File: src/rtl/alpharetz_operand_fetch_if.sv
// Operand-fetch stage bus bundle.
// Groups the decode offer/accept handshake, both register-file read ports,
// the writeback snoop, the execute-slot handshake and the stage enables/flush.
//   master : the operand-fetch stage (drives dec_ready, rf_rd_*, ex_*)
//   slave  : the surrounding pipeline (decode, register file, writeback, execute)
interface alpharetz_operand_fetch_if #(
  parameter int CPU_DATA_WIDTH = 32,
  parameter int REG_ADDR_WIDTH = 5,
  parameter int CTRL_WIDTH     = 16
);
  logic                      clk_en;
  logic                      sys_en;
  logic                      flush;
  // decode -> fetch
  logic                      dec_valid;
  logic                      dec_ready;
  logic [REG_ADDR_WIDTH-1:0] dec_rs1;
  logic [REG_ADDR_WIDTH-1:0] dec_rs2;
  logic                      dec_rs1_used;
  logic                      dec_rs2_used;
  logic [REG_ADDR_WIDTH-1:0] dec_rd;
  logic                      dec_rd_wr;
  logic [CTRL_WIDTH-1:0]     dec_ctrl;
  // register file read ports
  logic                      rf_rd_en_a;
  logic                      rf_rd_en_b;
  logic [REG_ADDR_WIDTH-1:0] rf_rd_addr_a;
  logic [REG_ADDR_WIDTH-1:0] rf_rd_addr_b;
  logic [CPU_DATA_WIDTH-1:0] rf_rd_data_a;
  logic [CPU_DATA_WIDTH-1:0] rf_rd_data_b;
  // writeback snoop
  logic                      wb_valid;
  logic [REG_ADDR_WIDTH-1:0] wb_addr;
  logic [CPU_DATA_WIDTH-1:0] wb_data;
  // fetch -> execute slot
  logic                      ex_valid;
  logic                      ex_ready;
  logic [CPU_DATA_WIDTH-1:0] ex_op_a;
  logic [CPU_DATA_WIDTH-1:0] ex_op_b;
  logic [REG_ADDR_WIDTH-1:0] ex_rd;
  logic                      ex_rd_wr;
  logic [CTRL_WIDTH-1:0]     ex_ctrl;

  modport master (
    input  clk_en, sys_en, flush,
    input  dec_valid, dec_rs1, dec_rs2, dec_rs1_used, dec_rs2_used,
    input  dec_rd, dec_rd_wr, dec_ctrl,
    output dec_ready,
    output rf_rd_en_a, rf_rd_en_b, rf_rd_addr_a, rf_rd_addr_b,
    input  rf_rd_data_a, rf_rd_data_b,
    input  wb_valid, wb_addr, wb_data,
    output ex_valid, ex_op_a, ex_op_b, ex_rd, ex_rd_wr, ex_ctrl,
    input  ex_ready
  );

  modport slave (
    output clk_en, sys_en, flush,
    output dec_valid, dec_rs1, dec_rs2, dec_rs1_used, dec_rs2_used,
    output dec_rd, dec_rd_wr, dec_ctrl,
    input  dec_ready,
    input  rf_rd_en_a, rf_rd_en_b, rf_rd_addr_a, rf_rd_addr_b,
    output rf_rd_data_a, rf_rd_data_b,
    output wb_valid, wb_addr, wb_data,
    input  ex_valid, ex_op_a, ex_op_b, ex_rd, ex_rd_wr, ex_ctrl,
    output ex_ready
  );
endinterface

File: src/rtl/alpharetz_operand_fetch.sv
// Operand-fetch / issue stage between decode and execute.
// Reads both register-file ports, bypasses same-cycle writeback data, tracks
// outstanding destination writes in a per-register scoreboard, stalls decode
// on RAW/WAW hazards and registers the issued instruction into a valid/ready
// slot toward execute.
// Ports:
//   clk      : clock
//   sync_rst : synchronous active-high reset, overrides everything
//   bus      : alpharetz_operand_fetch_if.master (enables, flush, decode,
//              register file, writeback and execute-slot signals)
module alpharetz_operand_fetch #(
  parameter int CPU_DATA_WIDTH = 32,
  parameter int REG_ADDR_WIDTH = 5,
  parameter int CPU_REG_COUNT  = 2**REG_ADDR_WIDTH,
  parameter int CTRL_WIDTH     = 16
) (
  input  logic clk,
  input  logic sync_rst,
  alpharetz_operand_fetch_if.master bus
);

  logic                      adv;
  logic [CPU_REG_COUNT-1:0]  sb;
  logic [CPU_REG_COUNT-1:0]  sb_next;
  logic [CPU_REG_COUNT-1:0]  wb_hit;
  logic [CPU_REG_COUNT-1:0]  busy;
  logic                      hazard;
  logic                      slot_free;
  logic                      dec_ready;
  logic                      xfer;
  logic [CPU_DATA_WIDTH-1:0] src_a;
  logic [CPU_DATA_WIDTH-1:0] src_b;

  logic                      ex_valid_q;
  logic [CPU_DATA_WIDTH-1:0] ex_op_a_q;
  logic [CPU_DATA_WIDTH-1:0] ex_op_b_q;
  logic [REG_ADDR_WIDTH-1:0] ex_rd_q;
  logic                      ex_rd_wr_q;
  logic [CTRL_WIDTH-1:0]     ex_ctrl_q;

  // x0 reads as zero; a same-cycle writeback to the source beats the
  // (still stale) register file output.
  function automatic logic [CPU_DATA_WIDTH-1:0] src_value(
    input logic                      used,
    input logic [REG_ADDR_WIDTH-1:0] addr,
    input logic [CPU_DATA_WIDTH-1:0] rf_data,
    input logic                      wb_v,
    input logic [REG_ADDR_WIDTH-1:0] wb_a,
    input logic [CPU_DATA_WIDTH-1:0] wb_d
  );
    if (!used || addr == '0) return '0;
    if (wb_v && wb_a == addr) return wb_d;
    return rf_data;
  endfunction

  assign adv = bus.clk_en & bus.sys_en;

  assign bus.rf_rd_addr_a = bus.dec_rs1;
  assign bus.rf_rd_addr_b = bus.dec_rs2;
  assign bus.rf_rd_en_a   = bus.dec_valid & bus.dec_rs1_used;
  assign bus.rf_rd_en_b   = bus.dec_valid & bus.dec_rs2_used;

  assign src_a = src_value(bus.dec_rs1_used, bus.dec_rs1, bus.rf_rd_data_a,
                           bus.wb_valid, bus.wb_addr, bus.wb_data);
  assign src_b = src_value(bus.dec_rs2_used, bus.dec_rs2, bus.rf_rd_data_b,
                           bus.wb_valid, bus.wb_addr, bus.wb_data);

  always_comb begin
    wb_hit = '0;
    if (bus.wb_valid) wb_hit[bus.wb_addr] = 1'b1;
  end

  // sb[0] is held at zero, so register 0 can never appear busy.
  assign busy = sb & ~wb_hit;

  assign hazard = (bus.dec_rs1_used & busy[bus.dec_rs1])
                | (bus.dec_rs2_used & busy[bus.dec_rs2])
                | (bus.dec_rd_wr & busy[bus.dec_rd]);

  assign slot_free = ~ex_valid_q | bus.ex_ready;
  assign dec_ready = adv & ~sync_rst & ~bus.flush & ~hazard & slot_free;
  assign xfer      = bus.dec_valid & dec_ready;

  // Clears are applied before the issue set so that a writeback and a new
  // writer of the same register in one cycle leave the register pending.
  always_comb begin
    sb_next = sb;
    if (bus.flush && ex_valid_q && ex_rd_wr_q) sb_next[ex_rd_q] = 1'b0;
    if (bus.wb_valid) sb_next[bus.wb_addr] = 1'b0;
    if (xfer && bus.dec_rd_wr) sb_next[bus.dec_rd] = 1'b1;
    sb_next[0] = 1'b0;
  end

  always_ff @(posedge clk) begin
    if (sync_rst) begin
      sb         <= '0;
      ex_valid_q <= 1'b0;
      ex_op_a_q  <= '0;
      ex_op_b_q  <= '0;
      ex_rd_q    <= '0;
      ex_rd_wr_q <= 1'b0;
      ex_ctrl_q  <= '0;
    end else if (adv) begin
      sb <= sb_next;
      if (xfer) begin
        ex_valid_q <= 1'b1;
        ex_op_a_q  <= src_a;
        ex_op_b_q  <= src_b;
        ex_rd_q    <= bus.dec_rd;
        ex_rd_wr_q <= bus.dec_rd_wr;
        ex_ctrl_q  <= bus.dec_ctrl;
      end else if (bus.flush || bus.ex_ready) begin
        ex_valid_q <= 1'b0;
      end
    end
  end

  assign bus.dec_ready = dec_ready;
  assign bus.ex_valid  = ex_valid_q;
  assign bus.ex_op_a   = ex_op_a_q;
  assign bus.ex_op_b   = ex_op_b_q;
  assign bus.ex_rd     = ex_rd_q;
  assign bus.ex_rd_wr  = ex_rd_wr_q;
  assign bus.ex_ctrl   = ex_ctrl_q;

endmodule

File: src/flat_wrapper.sv
// flat-port wrapper written by rule: the top's interface ports become plain ports
module alpharetz_operand_fetch_flat 
#(
  parameter int CPU_DATA_WIDTH = 32,
  parameter int REG_ADDR_WIDTH = 5,
  parameter int CPU_REG_COUNT  = 2**REG_ADDR_WIDTH,
  parameter int CTRL_WIDTH     = 16
)
  (clk, sync_rst, bus_clk_en, bus_sys_en, bus_flush, bus_dec_valid, bus_dec_rs1, bus_dec_rs2, bus_dec_rs1_used, bus_dec_rs2_used, bus_dec_rd, bus_dec_rd_wr, bus_dec_ctrl, bus_dec_ready, bus_rf_rd_en_a, bus_rf_rd_en_b, bus_rf_rd_addr_a, bus_rf_rd_addr_b, bus_rf_rd_data_a, bus_rf_rd_data_b, bus_wb_valid, bus_wb_addr, bus_wb_data, bus_ex_valid, bus_ex_op_a, bus_ex_op_b, bus_ex_rd, bus_ex_rd_wr, bus_ex_ctrl, bus_ex_ready);
  alpharetz_operand_fetch_if #(.CPU_DATA_WIDTH(CPU_DATA_WIDTH), .REG_ADDR_WIDTH(REG_ADDR_WIDTH), .CTRL_WIDTH(CTRL_WIDTH)) bus_i ();
  input  logic clk;
  input  logic sync_rst;
  input wire logic [$bits(bus_i.clk_en)-1:0] bus_clk_en;
  input wire logic [$bits(bus_i.sys_en)-1:0] bus_sys_en;
  input wire logic [$bits(bus_i.flush)-1:0] bus_flush;
  input wire logic [$bits(bus_i.dec_valid)-1:0] bus_dec_valid;
  input wire logic [$bits(bus_i.dec_rs1)-1:0] bus_dec_rs1;
  input wire logic [$bits(bus_i.dec_rs2)-1:0] bus_dec_rs2;
  input wire logic [$bits(bus_i.dec_rs1_used)-1:0] bus_dec_rs1_used;
  input wire logic [$bits(bus_i.dec_rs2_used)-1:0] bus_dec_rs2_used;
  input wire logic [$bits(bus_i.dec_rd)-1:0] bus_dec_rd;
  input wire logic [$bits(bus_i.dec_rd_wr)-1:0] bus_dec_rd_wr;
  input wire logic [$bits(bus_i.dec_ctrl)-1:0] bus_dec_ctrl;
  output wire logic [$bits(bus_i.dec_ready)-1:0] bus_dec_ready;
  output wire logic [$bits(bus_i.rf_rd_en_a)-1:0] bus_rf_rd_en_a;
  output wire logic [$bits(bus_i.rf_rd_en_b)-1:0] bus_rf_rd_en_b;
  output wire logic [$bits(bus_i.rf_rd_addr_a)-1:0] bus_rf_rd_addr_a;
  output wire logic [$bits(bus_i.rf_rd_addr_b)-1:0] bus_rf_rd_addr_b;
  input wire logic [$bits(bus_i.rf_rd_data_a)-1:0] bus_rf_rd_data_a;
  input wire logic [$bits(bus_i.rf_rd_data_b)-1:0] bus_rf_rd_data_b;
  input wire logic [$bits(bus_i.wb_valid)-1:0] bus_wb_valid;
  input wire logic [$bits(bus_i.wb_addr)-1:0] bus_wb_addr;
  input wire logic [$bits(bus_i.wb_data)-1:0] bus_wb_data;
  output wire logic [$bits(bus_i.ex_valid)-1:0] bus_ex_valid;
  output wire logic [$bits(bus_i.ex_op_a)-1:0] bus_ex_op_a;
  output wire logic [$bits(bus_i.ex_op_b)-1:0] bus_ex_op_b;
  output wire logic [$bits(bus_i.ex_rd)-1:0] bus_ex_rd;
  output wire logic [$bits(bus_i.ex_rd_wr)-1:0] bus_ex_rd_wr;
  output wire logic [$bits(bus_i.ex_ctrl)-1:0] bus_ex_ctrl;
  input wire logic [$bits(bus_i.ex_ready)-1:0] bus_ex_ready;
  assign bus_i.clk_en = bus_clk_en;
  assign bus_i.sys_en = bus_sys_en;
  assign bus_i.flush = bus_flush;
  assign bus_i.dec_valid = bus_dec_valid;
  assign bus_i.dec_rs1 = bus_dec_rs1;
  assign bus_i.dec_rs2 = bus_dec_rs2;
  assign bus_i.dec_rs1_used = bus_dec_rs1_used;
  assign bus_i.dec_rs2_used = bus_dec_rs2_used;
  assign bus_i.dec_rd = bus_dec_rd;
  assign bus_i.dec_rd_wr = bus_dec_rd_wr;
  assign bus_i.dec_ctrl = bus_dec_ctrl;
  assign bus_dec_ready = bus_i.dec_ready;
  assign bus_rf_rd_en_a = bus_i.rf_rd_en_a;
  assign bus_rf_rd_en_b = bus_i.rf_rd_en_b;
  assign bus_rf_rd_addr_a = bus_i.rf_rd_addr_a;
  assign bus_rf_rd_addr_b = bus_i.rf_rd_addr_b;
  assign bus_i.rf_rd_data_a = bus_rf_rd_data_a;
  assign bus_i.rf_rd_data_b = bus_rf_rd_data_b;
  assign bus_i.wb_valid = bus_wb_valid;
  assign bus_i.wb_addr = bus_wb_addr;
  assign bus_i.wb_data = bus_wb_data;
  assign bus_ex_valid = bus_i.ex_valid;
  assign bus_ex_op_a = bus_i.ex_op_a;
  assign bus_ex_op_b = bus_i.ex_op_b;
  assign bus_ex_rd = bus_i.ex_rd;
  assign bus_ex_rd_wr = bus_i.ex_rd_wr;
  assign bus_ex_ctrl = bus_i.ex_ctrl;
  assign bus_i.ex_ready = bus_ex_ready;
  alpharetz_operand_fetch #(.CPU_DATA_WIDTH(CPU_DATA_WIDTH), .REG_ADDR_WIDTH(REG_ADDR_WIDTH), .CPU_REG_COUNT(CPU_REG_COUNT), .CTRL_WIDTH(CTRL_WIDTH)) u_core (.clk(clk), .sync_rst(sync_rst), .bus(bus_i));
endmodule
File: config.mk
export PLATFORM = sky130hd
export DESIGN_NAME = alpharetz_operand_fetch_flat
export DESIGN_NICKNAME = d
export VERILOG_FILES = /design/src/rtl/alpharetz_operand_fetch_if.sv /design/src/rtl/alpharetz_operand_fetch.sv /design/src/flat_wrapper.sv
export SDC_FILE = /design/constraint.sdc
export NUM_CORES = 1
export LEC_CHECK = 0
export BUFFER_PORTS_ARGS = -buffer_cell sky130_fd_sc_hd__buf_2
export CAP_MARGIN = 20
export CORE_MARGIN = 2
export CORE_UTILIZATION = 48
export CTS_BUF_LIST = sky130_fd_sc_hd__clkbuf_4
export DETAILED_ROUTE_END_ITERATION = 10
export PLACE_DENSITY = 0.86
export SYNTH_ARGS = -nofsm -noshare
export SYNTH_HDL_FRONTEND = slang
export SYNTH_SLANG_ARGS = --single-unit
File: constraint.sdc
create_clock -name clk -period 4.37 [get_ports clk]
set_input_delay 0.6555 -clock clk [delete_from_list [all_inputs] [get_ports clk]]
set_output_delay 0.6555 -clock clk [all_outputs]
set_load 0.005 [all_outputs]
### After elaboration in Yosys (flattened, before gate mapping)

Index checks and enable logic that the tools add are counted.

* bits in registers: 118
* input bits: 143
* output and inout port bits: 100
* logic and storage cells: 92

* magnitude comparators: 8
* equality and inequality tests: 2
* muxes and demuxes: 32
* bitwise operators: 25
* reductions and logical operators: 18

Operators with widths (count)
* 32-bit 2-to-1 mux: 12
* 32-bit bitwise AND: 3
* 32-bit inverter: 3
* 32-bit bitwise OR: 1
* 5-bit by 6-bit < comparator with 1-bit output, second input constant: 5
* 1-bit binary-select mux with 5-bit select: 3
* 1-bit demux with 5-bit select: 3
* 5-bit by 1-bit greater-or-equal comparator with 1-bit output, second input constant: 3
* 1-bit 2-to-1 mux: 14
* 1-bit bitwise AND: 11
* 5-bit == test: 2
* 5-bit zero test: 2
* 1-bit logical AND: 8
* 1-bit inverter: 4
* 2-bit AND reduction: 2
* 1-bit logical OR: 3
* 1-bit bitwise OR: 3
* 1-bit zero test: 2
* 2-bit nonzero test: 1

### Longest topological paths before layout

* depth in word-level cells: 18
* gate-level depth with buffers: 14
* mapped depth without buffers: 9

### Worst setup path after synthesis

OpenSTA, ideal clock, no wires.

* kind: input-to-reg
* start: in bus_wb_addr[4]
* end: reg u_core.ex_rd_q[1], in the netlist u_core.bus.ex_rd[1]
* setup time: 0.128 ns
* arrival: 3.120 ns
* required time: 4.242 ns
* setup slack: 1.122 ns
* stages on the path: 12
* path buffers: 3
* cells stage by stage: buf_2 -> or4b_4 -> o21ai_2 -> mux2i_1 -> a2111oi_2 -> a211oi_1 -> a41o_1 -> nor4_4 -> buf_6 -> buf_6 -> mux2i_1 -> nor2_1

* word-level cells in the longest chain between the ends: 17
* elaborated cells between the ends (all ways): 24
* classes of those cells: order compare: 2; mux: 9; bitwise: 11; reduce/logical: 2

Ends and longest elaborated chain
* start, declared: line flat_wrapper.sv:32 `input wire logic [$bits(bus_i.wb_addr)-1:0] bus_wb_addr;`
* 5-bit by 6-bit < comparator with 1-bit output (implied by the code) / 5-bit by 1-bit greater-or-equal comparator with 1-bit output (equally long branches): line alpharetz_operand_fetch.sv:70 `if (bus.wb_valid) wb_hit[bus.wb_addr] = 1'b1;`
* 1-bit logical AND (implied by the code): line alpharetz_operand_fetch.sv:70
* 1-bit 2-to-1 mux (implied by the code): line alpharetz_operand_fetch.sv:70
* 1-bit demux with 5-bit select *
* 32-bit 2-to-1 mux *: line alpharetz_operand_fetch.sv:70
* 32-bit inverter *: line alpharetz_operand_fetch.sv:74 `assign busy = sb & ~wb_hit;`
* 32-bit bitwise AND *: line alpharetz_operand_fetch.sv:74
* 1-bit binary-select mux with 5-bit select, on equally long branches: line alpharetz_operand_fetch.sv:76, alpharetz_operand_fetch.sv:77
* 1-bit 2-to-1 mux, on equally long branches: line alpharetz_operand_fetch.sv:76, alpharetz_operand_fetch.sv:77
* 1-bit bitwise AND, on equally long branches: line alpharetz_operand_fetch.sv:76, alpharetz_operand_fetch.sv:77
* 1-bit bitwise OR: line alpharetz_operand_fetch.sv:77 `| (bus.dec_rs2_used & busy[bus.dec_rs2])`
* 1-bit bitwise OR *: line alpharetz_operand_fetch.sv:78 `| (bus.dec_rd_wr & busy[bus.dec_rd]);`
* 1-bit inverter *: line alpharetz_operand_fetch.sv:81 `assign dec_ready = adv & ~sync_rst & ~bus.flush & ~hazard & slot_free;`
* 1-bit bitwise AND * (2 in series): line alpharetz_operand_fetch.sv:81
* 1-bit bitwise AND *: line alpharetz_operand_fetch.sv:82 `assign xfer = bus.dec_valid & dec_ready;`
* 2-bit AND reduction (no line) *
* end signal, assigned: line alpharetz_operand_fetch.sv:109 `ex_rd_q <= bus.dec_rd;`
* end, declared: line alpharetz_operand_fetch.sv:37 `logic [REG_ADDR_WIDTH-1:0] ex_rd_q;`

Mark *: on every way between the ends. The rest lies on a longest branch, timed or not. The select of a mux whose other input is x is not followed.
A chain may end at the register's enable or synchronous reset.

### Worst setup path after layout

* start: in bus_wb_addr[0]
* end: out bus_dec_ready

* word-level cells in the longest chain between the ends: 15
* elaborated cells between the ends (all ways): 22
* classes of those cells: order compare: 2; mux: 9; bitwise: 10; reduce/logical: 1

Ends and longest elaborated chain
* 5-bit by 6-bit < comparator with 1-bit output (implied by the code) / 5-bit by 1-bit greater-or-equal comparator with 1-bit output (equally long branches): line alpharetz_operand_fetch.sv:70
* 1-bit logical AND (implied by the code): line alpharetz_operand_fetch.sv:70
* 1-bit 2-to-1 mux (implied by the code): line alpharetz_operand_fetch.sv:70
* 1-bit demux with 5-bit select *
* 32-bit 2-to-1 mux *: line alpharetz_operand_fetch.sv:70
* 32-bit inverter *: line alpharetz_operand_fetch.sv:74
* 32-bit bitwise AND *: line alpharetz_operand_fetch.sv:74
* 1-bit binary-select mux with 5-bit select, on equally long branches: line alpharetz_operand_fetch.sv:76, alpharetz_operand_fetch.sv:77
* 1-bit 2-to-1 mux, on equally long branches: line alpharetz_operand_fetch.sv:76, alpharetz_operand_fetch.sv:77
* 1-bit bitwise AND, on equally long branches: line alpharetz_operand_fetch.sv:76, alpharetz_operand_fetch.sv:77
* 1-bit bitwise OR: line alpharetz_operand_fetch.sv:77
* 1-bit bitwise OR *: line alpharetz_operand_fetch.sv:78
* 1-bit inverter *: line alpharetz_operand_fetch.sv:81
* 1-bit bitwise AND * (2 in series): line alpharetz_operand_fetch.sv:81
* end, declared: line flat_wrapper.sv:24 `output wire logic [$bits(bus_i.dec_ready)-1:0] bus_dec_ready;`

Marks and branches as above.

==> results_dict.tcl <==
set metrics [dict create \
    floorplan.initialDensity 0.493 \
    cts_num_sinks 118 \
    nets 1300 \
    leakage_nw 3.49 \
    clockBufferDepth 2 \
    path_clk_slew_ns 0.11 \
    p_total_mw 2.30 \
    die_height_um 126 \
    wirelength_um 25200 \
    synth_most_common_cell "nand2_1" \
    final_cells 1354 \
    yosys.area.top_type "dfxtp_1" \
    fin_skew_ns 0.0313 \
    cts_tree "done" \
    drt_iter0_drc 727 \
    root_buffer "clkbuf_4" \
    place_inst 1321 \
    cts-buffers-inserted 17 \
    setup_viol 0 \
    syn_nets 1104 \
    dpl_cell_area_mm2 0.00841 \
    gr-usage-all-layers 0.306 \
    synth_warnings 0 \
    setup_tns_ns 0 \
    pwr_density_cell_mw_per_mm2 264 \
    min_period_over_period 0.876 \
    tightest_slew_ns 1.09 \
    synth_area_per_cell_um2 7.49 \
    worstSetupPathType "in2out" \
    end_kind "primary output" \
    final-hold-violation-count 0 \
    peakVddDrop_mv 0.142 \
    gp_congestion 1.03 \
    synth_top_cell_area_share 0.328 \
    worstPathArrival_ns 3.17 \
    num_rows 44 \
    start_kind "input port" \
    cap_violations 0 \
    dpl.hpwl_um 18400 \
    async_reset_ff_frac 0 \
    synth_area_mm2 0.00720 \
    top_layer_used "met4" \
    met3_length_um 2620 \
    synthTopCellsByCount "nand2_1, nor2_1, o21ai_0" \
    vias 8112 \
    max_stage_delay_ns 0.52 \
    io_pins 243 \
    fmax_ghz 0.261 \
    die_w_um 126 \
    postCtsHoldBufs 0 \
    crit_slowest_cell "o21ai_0" \
    min_period_ns 3.83 \
    holdWs_ns 0.334 \
    cts_max_level 4 \
    rsz0062_at_grt "no" \
    ctsResizeCount 0 \
    drcViolationCount 0 \
    synth-seq-cells 118 \
    met1_length_um 9700 \
    cp_max_fo 10 \
    n_fill_cell 1340 \
    die_area_mm2 0.0160 \
    route.detailed.wl_per_inst_um 18.6 \
    syn-instance-count 961 \
    grt_pass1_wl_um 39200 \
    grt_max_degree 97 \
    final_antenna_net_count 0 \
    slew_headroom 0.269 \
    synth-seq-area-share 0.328 \
    outcome "complete, no violations" \
    post_cts_buffers 0 \
    worst_path_most_repeated_cell "buf_2" \
    ys.flop_type "dfxtp_1" \
    grt_pass1_vias 7521 \
    final_core_util 0.597 \
    wl_met2_um 11700 \
    crit_path_cell_trace "buf_2 -> or2_0 -> buf_4 -> o21ai_0 -> a22oi_1 -> nand4_1 -> o211ai_1 -> or2_2 -> nor2_1 -> buf_2" \
    final.setup.worst_slack_ns 0.541 \
    synth_cell_types 64 \
    hp-class "in2reg" \
    core_area_mm2 0.0146 \
    overflow 0 \
    numPortBuffers 242 \
    drive_above_1_share 0.268 \
    slew_violations 0 \
    synth_edf_count 0 \
    cp_data_required_time_ns 3.71 \
    synth_area_leaders "dfxtp_1, mux2i_1, o21ai_0, nand2_1, nor2_1" \
    diodes 0 \
    clk_latency_ns 0.57 \
    antenna_found_initial 0 \
    drtPass1Iterations 8 \
    via_per_inst 5.99 \
    pre_cts_ws_ns 0.638 \
    syn_to_final_growth_pct 21.1 \
    post-route-cell-area_mm2 0.00871 \
]
cell families after synthesis:
logic type | Yosys count | share of synthesized area
multiplexers | 99 | 0.142
flip-flops | 118 | 0.328
AO/OA/AOI/OAI | 253 | 0.212
buffers and inverters | 107 | 0.0711
AND/OR/NAND/NOR | 373 | 0.234
XOR/XNOR | 11 | 0.0134
cells in the final DEF, fill, tap and decap left out, types with 4 or more instances in the layout:
cell type / synthesis / routed
a211oi_1: 19 / 19
a21oi_1: 26 / 26
a22oi_1: 5 / 5
a31oi_1: 27 / 27
a41oi_1: 9 / 9
and2_1: 5 / 5
and3_1: 7 / 6
buf_2: 10 / 242
buf_4: 13 / 21
clkbuf_4: 0 / 19
dfxtp_1: 118 / 118
inv_1: 16 / 16
mux2i_1: 94 / 94
nand2_1: 153 / 153
nand2b_1: 6 / 6
nand3_1: 12 / 12
nand4_1: 11 / 11
nand4b_1: 4 / 4
nor2_1: 123 / 123
nor3_1: 18 / 18
nor3b_1: 7 / 7
o2111ai_1: 4 / 4
o211ai_1: 9 / 9
o21ai_0: 121 / 121
o21ai_1: 8 / 8
o22ai_1: 4 / 4
xor2_1: 8 / 8
power breakdown:
part / internal, mW / switching [mW]
registers: 1.09 / 0.00973
clock network: 0.407 / 0.440
logic: 0.136 / 0.218
routing by layer:
layer | global-route usage | vias up
met1 | 0.377 | 3677
li1 | - | 3804
met4 | 0.151 | 0
met5 | 0 | -
met3 | 0.0776 | 118
met2 | 0.499 | 513
worst paths after layout:
kind	slack, ns	cells after the start	endpoint	from
worst max-delay path	0.54	10	bus_dec_ready	bus_wb_addr[0]
worst min-delay path	0.33	3	u_core.bus.ex_ctrl[1]	bus_dec_ctrl[1]
worst max register to register	1.59	9	u_core.sb[11]	u_core.sb[14]
worst min register to register	0.46	2	u_core.bus.ex_op_b[13]	u_core.bus.ex_op_b[13]
sequential cells by signal, indices dropped and copies added (netlist names):
name	cells
u_core.bus.ex_ctrl	16
u_core.sb	31
u_core.bus.ex_rd	5
u_core.bus.ex_valid	1
u_core.bus.ex_op_b	32
u_core.bus.ex_op_a	32
u_core.bus.ex_rd_wr	1
critical path: cells and delay by family:
family / cells / cell delay [ns]
AND/OR/NAND/NOR: 4 / 1.07
AO/OA/AOI/OAI: 3 / 0.90
buffers and inverters: 3 / 0.54
layout make-up:
cell class / instances / area [um2] / area share
Clock buffer: 19 / 143 / 0.0164
Clock inverter: 13 / 155 / 0.0178
Inverter: 17 / 63.8 / 0.00732
Multi-Input combinational cell: 736 / 4330 / 0.496
Sequential cell: 118 / 2360 / 0.271
Tap cell: 184 / 230 / 0.0264
Timing Repair Buffer: 267 / 1430 / 0.165
(Power assumes the default switching activity.)
